**config.mk**
```make
export PLATFORM = sky130hd
export DESIGN_NAME = bomb_engine
export DESIGN_NICKNAME = d
export VERILOG_FILES = /design/src/rtl/bomb_engine.sv
export SDC_FILE = /design/constraint.sdc
export NUM_CORES = 1
export LEC_CHECK = 0
export BUFFER_PORTS_ARGS = -buffer_cell sky130_fd_sc_hd__buf_2
export CAP_MARGIN = 0
export CELL_PAD_IN_SITES_DETAIL_PLACEMENT = 0
export CELL_PAD_IN_SITES_GLOBAL_PLACEMENT = 2
export CORE_MARGIN = 8
export CORE_UTILIZATION = 40
export CTS_BUF_LIST = sky130_fd_sc_hd__clkbuf_8
export CTS_CLUSTER_SIZE = 40
export DETAILED_ROUTE_END_ITERATION = 7
export GPL_TIMING_DRIVEN = 1
export PLACE_DENSITY = 0.85
export SYNTH_ARGS = -nofsm -noshare
export SYNTH_HDL_FRONTEND = slang
export SYNTH_SLANG_ARGS = --single-unit
```
**constraint.sdc**
```tcl
create_clock -name bombClk -period 7.3 [get_ports bombClk]
set_clock_uncertainty 0.2 [all_clocks]
set_input_delay 1.095 -clock bombClk [delete_from_list [all_inputs] [get_ports bombClk]]
set_output_delay 1.095 -clock bombClk [all_outputs]
set_load 0.005 [all_outputs]
```
**src/rtl/bomb_engine.sv**
```systemverilog
// Bomb engine: owns the bomb map, accepts placements from two players and
// on every tick sweeps the map to advance fuses, detonate bombs, apply
// damage and decide the game outcome.
//
// state   | meaning
// --------+--------------------------------------------------------------
// IDLE    | accept placements, wait for a tick (or a pending one)
// SCAN    | visit one cell per cycle in row-major order, advance/detonate
// DAMAGE  | apply at most one point of damage per player, pulse explode
// RESOLVE | derive game_state from post-damage health, return to IDLE
module bomb_engine #(
  parameter int GRID_W      = 10,
  parameter int GRID_H      = 10,
  parameter int COORD_W     = 4,
  parameter int FUSE        = 3,
  parameter int RADIUS      = 2,
  parameter int HEALTH_W    = 2,
  parameter int HEALTH_INIT = 3
) (
  input  logic                         bombClk,
  input  logic                         rst,
  input  logic                         tick,
  input  logic                         place_a_valid,
  output logic                         place_a_ready,
  input  logic                         place_b_valid,
  output logic                         place_b_ready,
  input  logic [COORD_W-1:0]           player_ax,
  input  logic [COORD_W-1:0]           player_ay,
  input  logic [COORD_W-1:0]           player_bx,
  input  logic [COORD_W-1:0]           player_by,
  input  logic [COORD_W-1:0]           rd_x,
  input  logic [COORD_W-1:0]           rd_y,
  output logic [$clog2(FUSE+1)-1:0]    rd_state,
  output logic                         rd_flame,
  output logic [HEALTH_W-1:0]          health_a,
  output logic [HEALTH_W-1:0]          health_b,
  output logic [1:0]                   game_state,
  output logic                         busy,
  output logic                         explode
);

  localparam int SW = $clog2(FUSE + 1);

  typedef logic [COORD_W-1:0] coord_t;

  localparam coord_t     C_ONE   = coord_t'(1);
  localparam coord_t     X_LAST  = coord_t'(GRID_W - 1);
  localparam coord_t     Y_LAST  = coord_t'(GRID_H - 1);
  localparam coord_t     XI_MAX  = coord_t'(GRID_W - 2);
  localparam coord_t     YI_MAX  = coord_t'(GRID_H - 2);
  localparam coord_t     RAD     = coord_t'(RADIUS);
  localparam logic [SW-1:0] FUSE_V = SW'(FUSE);

  typedef enum logic [1:0] {S_IDLE, S_SCAN, S_DAMAGE, S_RESOLVE} state_t;

  state_t                r_state;
  state_t                w_next;

  logic [SW-1:0]         r_cell  [GRID_H][GRID_W];
  logic                  r_flame [GRID_H][GRID_W];
  coord_t                r_x;
  coord_t                r_y;
  logic                  r_pending;
  logic                  r_hit_a;
  logic                  r_hit_b;
  logic                  r_det;
  logic [HEALTH_W-1:0]   r_health_a;
  logic [HEALTH_W-1:0]   r_health_b;
  logic [1:0]            r_game;

  logic                  w_ready;
  logic                  w_start;
  logic                  w_last;
  logic                  w_border;
  logic [SW-1:0]         w_cur;
  logic [SW-1:0]         w_cell_a;
  logic [SW-1:0]         w_cell_b;
  logic                  w_in_a;
  logic                  w_in_b;
  logic                  w_acc_a;
  logic                  w_acc_b;
  logic                  w_rd_in;

  // Differences taken as max-min so they never wrap.
  function automatic coord_t absdiff(input coord_t a, input coord_t b);
    return (a > b) ? (a - b) : (b - a);
  endfunction

  function automatic logic in_cross(input coord_t px, input coord_t py,
                                    input coord_t cx, input coord_t cy);
    return ((px == cx) && (absdiff(py, cy) <= RAD)) ||
           ((py == cy) && (absdiff(px, cx) <= RAD));
  endfunction

  function automatic logic interior(input coord_t x, input coord_t y);
    return (x >= C_ONE) && (x <= XI_MAX) && (y >= C_ONE) && (y <= YI_MAX);
  endfunction

  // Placement acceptance, scan bookkeeping and the render read port.
  always_comb begin
    w_ready  = (r_state == S_IDLE) && (r_game == 2'd0);
    w_start  = w_ready && (tick || r_pending);
    w_last   = (r_x == X_LAST) && (r_y == Y_LAST);
    w_border = (r_x == '0) || (r_y == '0) || (r_x == X_LAST) || (r_y == Y_LAST);
    w_cur    = r_cell[r_y][r_x];
    w_in_a   = interior(player_ax, player_ay);
    w_in_b   = interior(player_bx, player_by);
    w_cell_a = w_in_a ? r_cell[player_ay][player_ax] : '0;
    w_cell_b = w_in_b ? r_cell[player_by][player_bx] : '0;
    w_acc_a  = place_a_valid && w_ready && w_in_a && (w_cell_a == '0);
    // A wins a same-cell collision, so B is dropped whenever A also asks there.
    w_acc_b  = place_b_valid && w_ready && w_in_b && (w_cell_b == '0) &&
               !(place_a_valid && (player_ax == player_bx) && (player_ay == player_by));
    w_rd_in  = (rd_x <= X_LAST) && (rd_y <= Y_LAST);
    rd_state = w_rd_in ? r_cell[rd_y][rd_x] : '0;
    rd_flame = w_rd_in ? r_flame[rd_y][rd_x] : 1'b0;
  end

  // FSM state register.
  always_ff @(posedge bombClk) begin
    if (rst) r_state <= S_IDLE;
    else     r_state <= w_next;
  end

  // FSM next-state and handshake/status outputs.
  always_comb begin
    w_next        = r_state;
    place_a_ready = w_ready;
    place_b_ready = w_ready;
    busy          = (r_state != S_IDLE);
    explode       = 1'b0;
    case (r_state)
      S_IDLE:    if (w_start) w_next = S_SCAN;
      S_SCAN:    if (w_last)  w_next = S_DAMAGE;
      S_DAMAGE: begin
        explode = r_det;
        w_next  = S_RESOLVE;
      end
      S_RESOLVE: w_next = S_IDLE;
      default:   w_next = S_IDLE;
    endcase
  end

  // Map, flames, scan position, hit flags, health and game outcome.
  always_ff @(posedge bombClk) begin
    if (rst) begin
      for (int j = 0; j < GRID_H; j++) begin
        for (int i = 0; i < GRID_W; i++) begin
          r_cell[j][i]  <= '0;
          r_flame[j][i] <= 1'b0;
        end
      end
      r_x        <= '0;
      r_y        <= '0;
      r_pending  <= 1'b0;
      r_hit_a    <= 1'b0;
      r_hit_b    <= 1'b0;
      r_det      <= 1'b0;
      r_health_a <= HEALTH_W'(HEALTH_INIT);
      r_health_b <= HEALTH_W'(HEALTH_INIT);
      r_game     <= 2'd0;
    end else begin
      // Only one tick can be remembered while a sweep is in flight.
      if (tick && (r_state != S_IDLE)) r_pending <= 1'b1;
      case (r_state)
        S_IDLE: begin
          if (w_acc_a) r_cell[player_ay][player_ax] <= SW'(1);
          if (w_acc_b) r_cell[player_by][player_bx] <= SW'(1);
          if (w_start) begin
            for (int j = 0; j < GRID_H; j++) begin
              for (int i = 0; i < GRID_W; i++) r_flame[j][i] <= 1'b0;
            end
            r_x       <= '0;
            r_y       <= '0;
            r_hit_a   <= 1'b0;
            r_hit_b   <= 1'b0;
            r_det     <= 1'b0;
            r_pending <= 1'b0;
          end
        end
        S_SCAN: begin
          if (w_border) begin
            r_cell[r_y][r_x] <= '0;
          end else if (w_cur == FUSE_V) begin
            r_cell[r_y][r_x] <= '0;
            r_det            <= 1'b1;
            for (int j = 0; j < GRID_H; j++) begin
              for (int i = 0; i < GRID_W; i++) begin
                if (in_cross(coord_t'(i), coord_t'(j), r_x, r_y)) r_flame[j][i] <= 1'b1;
              end
            end
            if (in_cross(player_ax, player_ay, r_x, r_y)) r_hit_a <= 1'b1;
            if (in_cross(player_bx, player_by, r_x, r_y)) r_hit_b <= 1'b1;
          end else if (w_cur != '0) begin
            r_cell[r_y][r_x] <= w_cur + SW'(1);
          end
          if (r_x == X_LAST) begin
            r_x <= '0;
            r_y <= r_y + C_ONE;
          end else begin
            r_x <= r_x + C_ONE;
          end
        end
        S_DAMAGE: begin
          if (r_hit_a && (r_health_a != '0)) r_health_a <= r_health_a - HEALTH_W'(1);
          if (r_hit_b && (r_health_b != '0)) r_health_b <= r_health_b - HEALTH_W'(1);
        end
        S_RESOLVE: begin
          if ((r_health_a == '0) && (r_health_b == '0)) r_game <= 2'd3;
          else if (r_health_a == '0)                    r_game <= 2'd2;
          else if (r_health_b == '0)                    r_game <= 2'd1;
          else                                          r_game <= 2'd0;
        end
        default: ;
      endcase
    end
  end

  assign health_a   = r_health_a;
  assign health_b   = r_health_b;
  assign game_state = r_game;

endmodule

```
Word-level counts from Yosys, hierarchy flattened
Memory sizes are Yosys's and may differ from the RTL's. A register that Yosys moved wholly into a read port is not among the register bits.
Cells that the tools add are included.

cells by class
  add/subtract/negate cells = 51
  multiply operators = 0
  divide/modulo/power cells = 0
  $lt $le $gt $ge = 65
  eq/ne operators = 37
  shift-type cells = 0
  muxes and demuxes = 956
  bitwise logic cells = 244
  reductions and logical operators = 361

operator list
  cell                 count
  $mux 1               881
  $or 1x1->1           240
  $logic_and 1x1->1    230
  $mux 20              11
  $mux 4               32
  $logic_or 1x1->1     106
  $le 4x2->1 const B   24
  $reduce_or 20->1     3
  $mux 2               18
  $bmux 2 s4           4
  $eq 3x4->1 const A   8
  $gt 3x4->1 const A   8
  $sub 3x4->4 const A  8
  $sub 4x3->4 const B  8
  $sub 4x4->4          8
  $demux 2 s4          3
  $eq 4x4->1           6
  $le 4x4->1 const B   6
  $ge 5x5->1 const B   4
  $not 4->5            4
  $eq 2x4->1 const A   4
  $eq 4x4->1 const A   4
  $ge 4x1->1 const B   4
  $gt 1x4->1 const A   4
  30 further kinds     86

word-level totals
  bits in registers = 20
  latch bits = 0
  RAM bits = 300
  ROM bits = 0
  input bits = 29
  output and inout bits = 13
  word-level logic and storage cells = 1726
  memories = 2

memories
  name     words  width  read ports  clocked after memory_dff  write ports  RTL line  RTL
  r_cell   10     20     4           1                         10           59        logic [SW-1:0] r_cell [GRID_H][GRID_W];
  r_flame  10     10     1           0                         10           60        logic r_flame [GRID_H][GRID_W];

Logic depth before layout (Yosys ltp)
  depth in word-level cells = 14
  depth in mapped cells = 25
  depth with buffers taken out = 16

Worst setup path after synthesis
OpenSTA, ideal clock, no wires.

  path kind = register to register
  from = register (tool-made name)
  to = memory r_cell[14][3] in the netlist's numbering
  library setup time = 0.121 ns
  data arrival time = 5.650 ns
  required time = 6.979 ns
  path slack = 1.329 ns
  cell stages (with the launch flop) = 21
  path buffers = 7
  period minus slack after synthesis = 5.971 ns
  cells stage by stage = dfxtp_1 clkbuf_1 buf_2 buf_1 clkbuf_1 mux4_2 mux4_2 mux4_2 mux2i_1 o22ai_1 ha_1 nor2_1 nor4b_2 or2_1 buf_2 buf_2 mux2_2 or2_2 clkbuf_1 nor2_1 mux2_2

RTL lines
  what           RTL line
  end, declared  59

==> impl_summary.md <==
Clock network
The number of post-CTS setup repair buffers is 0. The root buffer cell is sky130_fd_sc_hd__clkbuf_8. After clock tree synthesis, the clock-pin slew on the worst setup and hold paths is 0.06 ns. The clock latency reported for the late side of the worst-skew pair is between 0.7 and 0.8 ns.

The number of H-tree levels is 3. TritonCTS created between 80 and 90 clock buffers. The post-cts gate resize count is 0. The number of clock sinks is between 400 and 500. TritonCTS built the clock tree. No sink is reached through more buffers than the 3 on the longest clock path. The count of hold buffers inserted by post-cts repair is 0.

Worst setup path
The library cell contributing the largest single delay on the critical path is sky130_fd_sc_hd__o31a_1. The dominant delay contributor by cell family on the critical path is multiplexers. The largest driver fanout on the critical path is 37. Data on the critical path is required at its endpoint by between 7 and 8 ns. The worst setup path is launched from a flop. On the worst path, the slowest cell contributes a delay of about 0.96 ns. Walking the worst path, the cells encountered are buf_4 > mux4_2 > mux4_2 > mux4_2 > mux2i_1 > o22ai_1 > ha_1 > nor2_1 > nor4b_2 > nor2_1 > nand2_1 > o31a_1 > nor2_1 > a21oi_1 > o22ai_1. The worst setup path is captured at a flop.

The total buffers and inverters traversed by the critical path is 1. The critical path arrival is between 7 and 8 ns. The critical path is of the reg -> reg type.

Global route
The largest net degree at the start of global routing is 109. Global routing finished with a remaining overflow of 0. In the global route stage, overall resource usage came out at 0.289. The met3 global-route usage is 0.0715. The via count of the first global-routing pass came to around 26000. The global-route wire length before repair is 181000 µm. The global-route met1 utilization is 0.389. The routing usage on met2 is 0.432.

The initial antenna violation count is 4. The layer flagged by global routing as most heavily used is met2.

Run status
The run finished with clean final reports.

Timing
Setup repair after global routing left no endpoint under its margin. The summed negative setup slack over all endpoints is 0 ns. The number of max-slew violations in the final report is 0. Static timing analysis puts the maximum clock frequency at roughly 150 MHz. At the pin with the least slew margin, the transition time is 1.39 ns. The hold violation count in the final report was 0.

The tightest hold path in the finished design has a slack of around 0.27 ns. The post-layout minimum cycle time is roughly 6.8 ns. The worst max-slew margin expressed relative to the limit is 0.0679. The number of endpoints failing setup at the final stage is 0. The portion of the clock cycle consumed by the worst path in the final layout is 0.935.

Logic synthesis
Yosys printed 0 warnings. The cell area after technology mapping is around 0.030 mm². Among all flip-flop cells after synthesis, the most frequent one is sky130_fd_sc_hd__dfxtp_1. The number of synthesized register bits is 444. The average footprint of a synthesized cell is slightly below 10 µm². The number of nets in the synthesized netlist is 3225. The gate count of the mapped netlist is approximately 3100.

The number of enable-type register cells in the synthesized netlist is 100. After synthesis, the share of flip-flops with an asynchronous set or reset is 0. The sequential share of the synthesized area is 0.330.

The post-synthesis cell type count is 81.

Placement
After legalization and detailed placement, the total HPWL measured around 86000 µm. The number of buffers added on ports is 41. The placer's final routability congestion estimate is about 0.97.

Detailed routing
The post-detailed-route wirelength per cell is between 30 and 40 µm. The sum of routed wire length over all layers is ~120000 µm. The via count is about 28000. The detail route stage leaves a number of antenna-violating nets equal to 0.

The via density per instance is 6.77. Before antenna repair, the detailed router went through 6 iterations. After the first detailed-routing iteration, the DRC count stood at slightly below 4000. The DRC violations left is 0.

Power
In this run the static leakage power is between 10 and 15 nW. The design draws approximately 6.7 mW. The power density over the cells is 204 mW/mm². The worst IR drop on VDD is approximately 0.00018 V.

Layout
Of the cells placed in the final design, the portion with a size suffix greater than 1 is 0.192. For this run, the post-layout net count is approximately 3200. The area growth from synthesis to layout is 9.53%. The filler cell count is 7138.

Floorplanning
The width of the die is about 290 µm. The total core area is between 0.07 and 0.08 mm². The I/O pin total is 42. The die footprint is around 0.084 mm². The die outline height is between 200 and 300 µm. The number of placement rows is 100.

The initial utilization of the core area, before any placement, comes to 0.403.

Flow run
Across the run, the number of max-cap violations was 0.

Min path
In this run the worst hold path is classified as reg -> reg.
-- cells by family after synthesis --
kind of cell    count (synthesis)  synth area share
compound gates                855             0.189
simple gates                  946             0.141
buf+inv                       355            0.0472
mux                           410             0.250
flops                         444             0.330
xor+xnor                       29           0.00847
fa+ha+maj                      79            0.0348
other cells                     1          0.000125
-- layer usage --
layer	wire (µm)	up-vias
li1	-	11700
met1	48600	13800
met2	54000	1861
met3	14700	356
met4	6370	6
met5	43	-
-- final timing paths --
check                              startpoint       endpoint  slack [ns]  cells after the start
worst max register to register           flop   r_cell[1][2]        0.47                     15
worst max-delay path                     flop   r_cell[1][2]        0.47                     15
worst min-delay path            r_cell[15][0]  r_cell[15][0]        0.27                      1
worst min register to register  r_cell[15][0]  r_cell[15][0]        0.27                      1
-- sequential cells by signal (all words and copies together) (netlist names), named ones only --
register and flops:
r_det 1, r_state 2, game_state 2, r_x 4, r_y 4, r_hit_a 1, r_flame 100, health_a 2
r_hit_b 1, health_b 2, r_cell 320, r_pending 1
-- area by class of cell --
type | count | area (µm²) | area share
well taps | 969 | 1210 | 0.0369
diodes | 1 | 2.50 | 0.0000762
repair buffers | 149 | 1090 | 0.0331
clock buffers | 97 | 1340 | 0.0407
flip-flops and latches | 444 | 9900 | 0.302
clock inverters | 43 | 255 | 0.00777
inverters | 76 | 288 | 0.00877
multi-input cells | 2320 | 18700 | 0.571
-- cells in the mapped netlist (20+ instances only) --
| cell | number | area [µm²] |
|---|---|---|
| sky130_fd_sc_hd__inv_1 | 68 | 255 |
| sky130_fd_sc_hd__o21ai_0 | 173 | 866 |
| sky130_fd_sc_hd__xnor2_1 | 24 | 210 |
| sky130_fd_sc_hd__mux2_2 | 41 | 462 |
| sky130_fd_sc_hd__buf_2 | 53 | 265 |
| sky130_fd_sc_hd__a21boi_0 | 42 | 315 |
| sky130_fd_sc_hd__o211ai_1 | 100 | 751 |
| sky130_fd_sc_hd__nand2_1 | 220 | 826 |
| sky130_fd_sc_hd__o22ai_1 | 29 | 181 |
| sky130_fd_sc_hd__o311ai_0 | 24 | 210 |
| sky130_fd_sc_hd__a21oi_1 | 184 | 921 |
| sky130_fd_sc_hd__nand3_1 | 55 | 275 |
| sky130_fd_sc_hd__ha_1 | 69 | 863 |
| sky130_fd_sc_hd__edfxtp_1 | 100 | 3000 |
| sky130_fd_sc_hd__o21a_1 | 20 | 150 |
| sky130_fd_sc_hd__dfxtp_1 | 344 | 6890 |
| sky130_fd_sc_hd__a22oi_1 | 110 | 826 |
| sky130_fd_sc_hd__nor2_1 | 416 | 1560 |
| sky130_fd_sc_hd__buf_1 | 45 | 169 |
| sky130_fd_sc_hd__nor2b_1 | 31 | 194 |
| sky130_fd_sc_hd__o31ai_1 | 25 | 188 |
| sky130_fd_sc_hd__nor3_1 | 62 | 310 |
| sky130_fd_sc_hd__clkbuf_1 | 177 | 664 |
| sky130_fd_sc_hd__mux4_2 | 267 | 6010 |
| sky130_fd_sc_hd__and2_1 | 67 | 419 |
| sky130_fd_sc_hd__a211oi_1 | 29 | 218 |
| sky130_fd_sc_hd__nand2b_1 | 27 | 169 |
| sky130_fd_sc_hd__mux2i_1 | 102 | 1020 |
-- cells in the final DEF (no fill, tap or decap), types with 54 or more instances in the layout --
cell type                  instances
sky130_fd_sc_hd__ha_1             69
sky130_fd_sc_hd__a21oi_1         184
sky130_fd_sc_hd__nor3_1           59
sky130_fd_sc_hd__inv_1            91
sky130_fd_sc_hd__buf_4           104
sky130_fd_sc_hd__dfxtp_1         340
sky130_fd_sc_hd__nor2_1          416
sky130_fd_sc_hd__nand3_1          54
sky130_fd_sc_hd__and2_1           66
sky130_fd_sc_hd__mux4_2          267
sky130_fd_sc_hd__o211ai_1        100
sky130_fd_sc_hd__nand2_1         220
sky130_fd_sc_hd__mux2i_1         102
sky130_fd_sc_hd__o21ai_0         172
sky130_fd_sc_hd__edfxtp_1        100
sky130_fd_sc_hd__a22oi_1         109
sky130_fd_sc_hd__clkbuf_8         97
-- through the flow --
stage               area (µm²)   util  std cells  setup slack, ns
global route             32800  0.442       4099            0.324
detailed placement       31200  0.420       3958            0.641
global placement         31200  0.420       3958            0.766
finish                   32800  0.442       4099            0.473
CTS                      32800  0.442       4098            0.595
floorplan                30000      -       3119             1.33
-- power by group --
group | switching, mW | internal, mW
logic | 1.02 | 0.482
clock network | 1.18 | 1.25
registers | 0.0948 | 2.68
(Power assumes the default switching activity.)
